## src/rtl/calc_pkg.sv

```systemverilog
// Shared definitions for the calculator key sequencer: operator codes,
// sequencer states and the largest legal BCD digit.
package calc_pkg;

  localparam logic [1:0] OP_ADD = 2'd0;
  localparam logic [1:0] OP_SUB = 2'd1;
  localparam logic [1:0] OP_MUL = 2'd2;
  localparam logic [1:0] OP_DIV = 2'd3;

  typedef enum logic [1:0] {
    ST_ENTRY_A,
    ST_ENTRY_B,
    ST_ISSUE
  } state_t;

  localparam logic [3:0] BCD_MAX = 4'd9;

endpackage

```

## src/rtl/key_event_edge.sv

```systemverilog
// Turns the level key flags from the keyboard scanner into single-cycle
// events. It fires on the rising edge of "any key held" and picks one
// event with priority eq > op > num. The key value is captured in the
// same edge cycle.
module key_event_edge
  import calc_pkg::*;
(
  input  logic       clk,
  input  logic       rst,
  input  logic       is_num,
  input  logic       is_op,
  input  logic       is_eq,
  input  logic [3:0] num_val,
  input  logic [1:0] op_val,
  output logic       ev_num,
  output logic       ev_op,
  output logic       ev_eq,
  output logic [3:0] ev_num_val,
  output logic [1:0] ev_op_val
);

  logic key_any;
  logic key_q;
  logic key_rise;

  assign key_any  = is_num | is_op | is_eq;
  assign key_rise = key_any & ~key_q;

  // Edge register plus one registered, priority-encoded event per key press.
  always_ff @(posedge clk) begin
    if (rst) begin
      key_q      <= 1'b0;
      ev_num     <= 1'b0;
      ev_op      <= 1'b0;
      ev_eq      <= 1'b0;
      ev_num_val <= '0;
      ev_op_val  <= '0;
    end else begin
      key_q      <= key_any;
      ev_eq      <= key_rise & is_eq;
      ev_op      <= key_rise & is_op & ~is_eq;
      ev_num     <= key_rise & is_num & ~is_op & ~is_eq;
      ev_num_val <= num_val;
      ev_op_val  <= op_val;
    end
  end

endmodule

```

## src/rtl/calc_key_sequencer.sv

```systemverilog
// Builds a calculator request "A <op> B =" from decoded key events.
// Operands are packed BCD, with the most significant digit in the high
// nibble. The request is handed to the arithmetic stage over valid/ready.
// Optional feature macro: CALC_OP_REPLACE_EN. When it is defined, an
// operator pressed before any B digit replaces the latched operator.
module calc_key_sequencer
  import calc_pkg::*;
#(
  parameter int NUM_DIGITS = 4
) (
  input  logic                    clk,
  input  logic                    rst,
  input  logic                    is_num,
  input  logic                    is_op,
  input  logic                    is_eq,
  input  logic [3:0]              num_val,
  input  logic [1:0]              op_val,
  output logic                    req_valid,
  input  logic                    req_ready,
  output logic [4*NUM_DIGITS-1:0] req_a,
  output logic [4*NUM_DIGITS-1:0] req_b,
  output logic [1:0]              req_op,
  output logic [4*NUM_DIGITS-1:0] disp_bcd,
  output logic                    disp_sel,
  output logic                    digit_ovf
);

  localparam int W  = 4 * NUM_DIGITS;
  localparam int CW = $clog2(NUM_DIGITS + 1);
  localparam logic [CW-1:0] CNT_FULL = CW'(NUM_DIGITS);

  logic          ev_num;
  logic          ev_op;
  logic          ev_eq;
  logic [3:0]    ev_num_val;
  logic [1:0]    ev_op_val;

  state_t        state_q, state_n;
  logic [W-1:0]  a_q, a_n;
  logic [W-1:0]  b_q, b_n;
  logic [1:0]    op_q, op_n;
  logic [CW-1:0] cnt_a_q, cnt_a_n;
  logic [CW-1:0] cnt_b_q, cnt_b_n;
  logic          ovf_q, ovf_n;
  logic          digit_ok;

  key_event_edge u_key_event_edge (
    .clk        (clk),
    .rst        (rst),
    .is_num     (is_num),
    .is_op      (is_op),
    .is_eq      (is_eq),
    .num_val    (num_val),
    .op_val     (op_val),
    .ev_num     (ev_num),
    .ev_op      (ev_op),
    .ev_eq      (ev_eq),
    .ev_num_val (ev_num_val),
    .ev_op_val  (ev_op_val)
  );

  assign digit_ok = ev_num && (ev_num_val <= BCD_MAX);

  // State register together with the operand, operator, count and overflow registers.
  always_ff @(posedge clk) begin
    if (rst) begin
      state_q <= ST_ENTRY_A;
      a_q     <= '0;
      b_q     <= '0;
      op_q    <= OP_ADD;
      cnt_a_q <= '0;
      cnt_b_q <= '0;
      ovf_q   <= 1'b0;
    end else begin
      state_q <= state_n;
      a_q     <= a_n;
      b_q     <= b_n;
      op_q    <= op_n;
      cnt_a_q <= cnt_a_n;
      cnt_b_q <= cnt_b_n;
      ovf_q   <= ovf_n;
    end
  end

  // Next-state logic: apply at most one key event per cycle to the operand being edited.
  always_comb begin
    state_n = state_q;
    a_n     = a_q;
    b_n     = b_q;
    op_n    = op_q;
    cnt_a_n = cnt_a_q;
    cnt_b_n = cnt_b_q;
    ovf_n   = 1'b0;
    unique case (state_q)
      ST_ENTRY_A: begin
        // An operand with no digits entered is already zero, so it needs no explicit clear.
        if (ev_op) begin
          op_n    = ev_op_val;
          state_n = ST_ENTRY_B;
        end else if (digit_ok) begin
          if (cnt_a_q < CNT_FULL) begin
            a_n     = {a_q[W-5:0], ev_num_val};
            cnt_a_n = cnt_a_q + CW'(1);
          end else begin
            ovf_n = 1'b1;
          end
        end
      end
      ST_ENTRY_B: begin
        if (ev_eq) begin
          state_n = ST_ISSUE;
`ifdef CALC_OP_REPLACE_EN
        end else if (ev_op && (cnt_b_q == '0)) begin
          op_n = ev_op_val;
`endif
        end else if (digit_ok) begin
          if (cnt_b_q < CNT_FULL) begin
            b_n     = {b_q[W-5:0], ev_num_val};
            cnt_b_n = cnt_b_q + CW'(1);
          end else begin
            ovf_n = 1'b1;
          end
        end
      end
      ST_ISSUE: begin
        if (req_ready) begin
          a_n     = '0;
          b_n     = '0;
          cnt_a_n = '0;
          cnt_b_n = '0;
          state_n = ST_ENTRY_A;
        end
      end
      default: state_n = ST_ENTRY_A;
    endcase
  end

  assign req_valid = (state_q == ST_ISSUE);
  assign req_a     = a_q;
  assign req_b     = b_q;
  assign req_op    = op_q;
  assign disp_sel  = (state_q != ST_ENTRY_A);
  assign disp_bcd  = (state_q == ST_ENTRY_A) ? a_q : b_q;
  assign digit_ovf = ovf_q;

endmodule
```

## config.mk

```make
export PLATFORM = sky130hd
export DESIGN_NAME = calc_key_sequencer
export DESIGN_NICKNAME = d
export VERILOG_FILES = /design/src/rtl/calc_pkg.sv /design/src/rtl/key_event_edge.sv /design/src/rtl/calc_key_sequencer.sv
export SDC_FILE = /design/constraint.sdc
export NUM_CORES = 1
export LEC_CHECK = 0
export CORE_ASPECT_RATIO = 0.7
export CORE_MARGIN = 2
export CORE_UTILIZATION = 25
export CTS_BUF_LIST = sky130_fd_sc_hd__clkbuf_8
export CTS_CLUSTER_DIAMETER = 200
export CTS_CLUSTER_SIZE = 25
export DETAILED_ROUTE_END_ITERATION = 8
export PLACE_DENSITY = 0.46
export SLEW_MARGIN = 20
export SYNTH_ARGS = -nofsm -noshare
export SYNTH_HDL_FRONTEND = slang
export SYNTH_SLANG_ARGS = --single-unit
```

## constraint.sdc

```tcl
create_clock -name clk -period 1.7 [get_ports clk]
set_clock_uncertainty 0.2 [all_clocks]
set_input_delay 0.34 -clock clk [delete_from_list [all_inputs] [get_ports clk]]
set_output_delay 0.34 -clock clk [all_outputs]
set_load 0.02 [all_outputs]
```

==> results.json <==
{
  "via_per_inst": 4.220,
  "fmax_mhz": 511.5,
  "synth-adder-area-share_pct": 1.068,
  "pin_count": 65,
  "dieArea_sq_mm": 0.01017,
  "grt_util_all_layers_pct": 13.65,
  "cp-end-kind": "primary output",
  "portBuffers": 64,
  "yosys.area.top_type": "dfxtp_1",
  "synthSimpleGateAreaFrac_pct": 21.63,
  "hold_path_class": "reg -> reg",
  "initial_core_util_pct": 25.82,
  "p_total_mw": 2.203,
  "synth_edf_count": 0,
  "outcome": "finished with violations",
  "worst-setup-path-type": "reg -> out",
  "critPathRequiredTime_ns": 1.16,
  "cts-root-buf": "clkbuf_8",
  "crit_arrival_ns": 1.42,
  "detail-route-antenna-nets": 0,
  "power_frac_comb_pct": 10.3,
  "drv_cap": 0,
  "path_clk_slew_ns": 0.10,
  "cts_buffers": 5,
  "max_slew_margin_pct": 79.85,
  "vdd_drop_max_v": 0.0002711,
  "dp.final_hpwl_mm": 4.982,
  "yosysUniqueCellTypes": 35,
  "slew_viol_final": 0,
  "clock-sinks": 53,
  "cts_tree": "built",
  "violations": "setup timing",
  "layout-drive-gt1-share_pct": 33.62,
  "synth_top_family_by_area": "multiplexers",
  "chipWidth_microns": 119.7,
  "p_per_area_mw_per_mm2": 591.2,
  "synth_area_leaders": "dfxtp_1 (45%), mux2i_1 (15%), mux2_2 (7.7%)",
  "post_drt_wl_per_cell_microns": 14.20,
  "clockBufferDepth": 2,
  "antenna_found_initial": 0,
  "leakagePower_nw": 1.766,
  "min_period_ns": 1.955,
  "synth_ff_type": "dfxtp_1",
  "grt_pass1_vias": 1995,
  "setup_tns_ns": -6.735,
  "drt-pass1-iter-count": 4,
  "startpoint_type": "flop",
  "drc": 0,
  "syn_avg_cell_area_sq_um": 10.18,
  "fin_ws_ns": -0.2551,
  "syn_area_sq_mm": 0.002342,
  "nFillCells": 907,
  "gp_congestion": 0.7206,
  "ys_seq_area_share_pct": 45.30,
  "multi_input_area_sq_mm": 0.001230,
  "htreeDepth": 2,
  "yosys_warnings": 0,
  "vias": 1979,
  "netlist_instances": 230,
  "yosys.area.top_type_share_pct": 45.30,
  "seqPwrFrac_pct": 57.7,
  "seq_area_sq_mm": 0.001071,
  "synth-xor-area-share_pct": 0,
  "yosys-top-cells-count": "dfxtp_1 (53), mux2i_1 (35), nand2_1 (30)",
  "die_y_microns": 84.99,
  "finalSetupViolCount": 52,
  "grt_start_max_net_pins": 23,
  "core_area_sq_mm": 0.009071,
  "p_int_mw": 1.660,
  "hold_violations": 0,
  "diodes": 0,
  "worstMarginPinSlew_ns": 0.3009,
  "grt_setup_unrepaired": "true",
  "synth_seq_cells": 53,
  "grt_overflow": 0,
  "switching_share_pct": 24.68,
  "async_flop_share_pct": 0,
  "pwr-share-clk_pct": 32.0,
  "synthMuxAreaShare_pct": 23.29,
  "syn_nets": 244,
  "synth-compound-area-share_pct": 4.167,
  "rows": 29,
  "grt_first_pass_wirelength_mm": 10.67,
  "critPathMaxFanout": 10,
  "finalCritPeriodShare_pct": 115.0,
  "area_growth_syn_to_layout_pct": 59.13,
  "clk_latency_ns": 0.30,
  "synth.most_common_cell": "dfxtp_1",
  "routed_wl_mm": 6.660,
  "dr.first_iter.drc_count": 83,
  "power_switching_uw": 543.8,
  "final_nets": 358
}
## state kept, by name, summed over array words and instances, names as in the netlist, 2 cells and up
name and cells:
cnt_a_q 3, req_b 16, u_key_event_edge.ev_op_val 2, req_op 2, cnt_b_q 3, u_key_event_edge.ev_num_val 4
state_q 2, req_a 16
## critical path: stages, from the launching register on
cell     delay, ns
dfxtp_4       0.37
nor2_8        0.13
inv_4         0.05
buf_12        0.14
mux2_2        0.28
buf_6         0.13
## layout by cell type (no fill, tap or decap), types with 3 or more instances in the layout
cell / Yosys / layout
dlygate4sd2_1: 0 / 21
clkdlybuf4s50_1: 0 / 11
buf_12: 1 / 6
clkbuf_2: 0 / 3
nor3_1: 3 / 3
mux2_4: 1 / 6
dfxtp_1: 53 / 49
mux2i_1: 35 / 35
nor2b_1: 7 / 6
and2_1: 17 / 17
a21oi_1: 5 / 3
nand2_1: 30 / 30
mux2_2: 16 / 11
nor2_1: 22 / 22
nand3_1: 4 / 3
clkbuf_8: 0 / 5
inv_1: 2 / 4
buf_4: 1 / 44
buf_6: 3 / 21
clkdlybuf4s15_1: 0 / 11
## worst paths after layout
check / from / endpoint / slack [ns] / depth (start not counted)
setup / recovery: state_q[0]$_SDFFE_PP0P_ / disp_bcd[3] / -0.26 / 5
hold / removal: req_op[0]$_SDFFE_PP0P_ / req_op[0]$_SDFFE_PP0P_ / 0.26 / 2
hold reg to reg: req_op[0]$_SDFFE_PP0P_ / req_op[0]$_SDFFE_PP0P_ / 0.26 / 2
setup reg to reg: state_q[0]$_SDFFE_PP0P_ / req_a[15]$_SDFFE_PP0P_ / -0.14 / 9
## power by group through the flow
stage | Sequential, mW | Combinational, mW | Clock (mW)
after floorplan | 1.30 | 0.104 | 0
after global placement | 1.30 | 0.209 | 0
after detailed placement | 1.30 | 0.210 | 0
after CTS | 1.27 | 0.225 | 0.729
after global routing | 1.28 | 0.242 | 0.791
final | 1.27 | 0.226 | 0.705
## cell families after synthesis
logic type | after synthesis
compound gates | 12
fa+ha+maj | 2
buf+inv | 16
flops | 53
mux | 52
simple gates | 95
## layer usage
metal | up-vias | part of all wire, % | GRT usage [%]
met5 | - | 0 | 0
met4 | 0 | 0.89 | 3.209
met3 | 4 | 3.9 | 2.352
met2 | 43 | 44 | 20.73
met1 | 928 | 51 | 20.14
li1 | 1004 | - | -
## through the flow
step / utilization (%) / instance area [sq um] / hold WS, ns / worst slack [ns] / std cells
after global placement: 38.63 / 3505 / 0.2380 / -0.3828 / 456
final: 41.09 / 3727 / 0.2596 / -0.2551 / 469
after floorplan: - / 2349 / 0.2167 / -0.009980 / 230
after global routing: 41.09 / 3727 / 0.2838 / -0.3173 / 469
after CTS: 40.26 / 3652 / 0.2640 / -0.2858 / 468
after detailed placement: 38.63 / 3505 / 0.2436 / -0.4075 / 456
## layout make-up
| class | instances | area share [%] |
|---|---|---|
| clock buffers | 5 | 1.846 |
| repair buffers | 120 | 31.49 |
| flip-flops and latches | 53 | 28.73 |
| clock inverters | 3 | 0.4028 |
| inverters | 3 | 0.3693 |
| multi-input cells | 161 | 33.00 |
| well taps | 124 | 4.162 |
## what timing repair did
item / in CTS / in global routing
hold buffers: 0 / 0
cloned: 2 / 0
buffers inserted: 2 / 1
resized for setup: 145 / 43
pin swaps: 4 / 3
setup endpoints to repair: 90 / 69
Power figures use the tool's default switching activity.
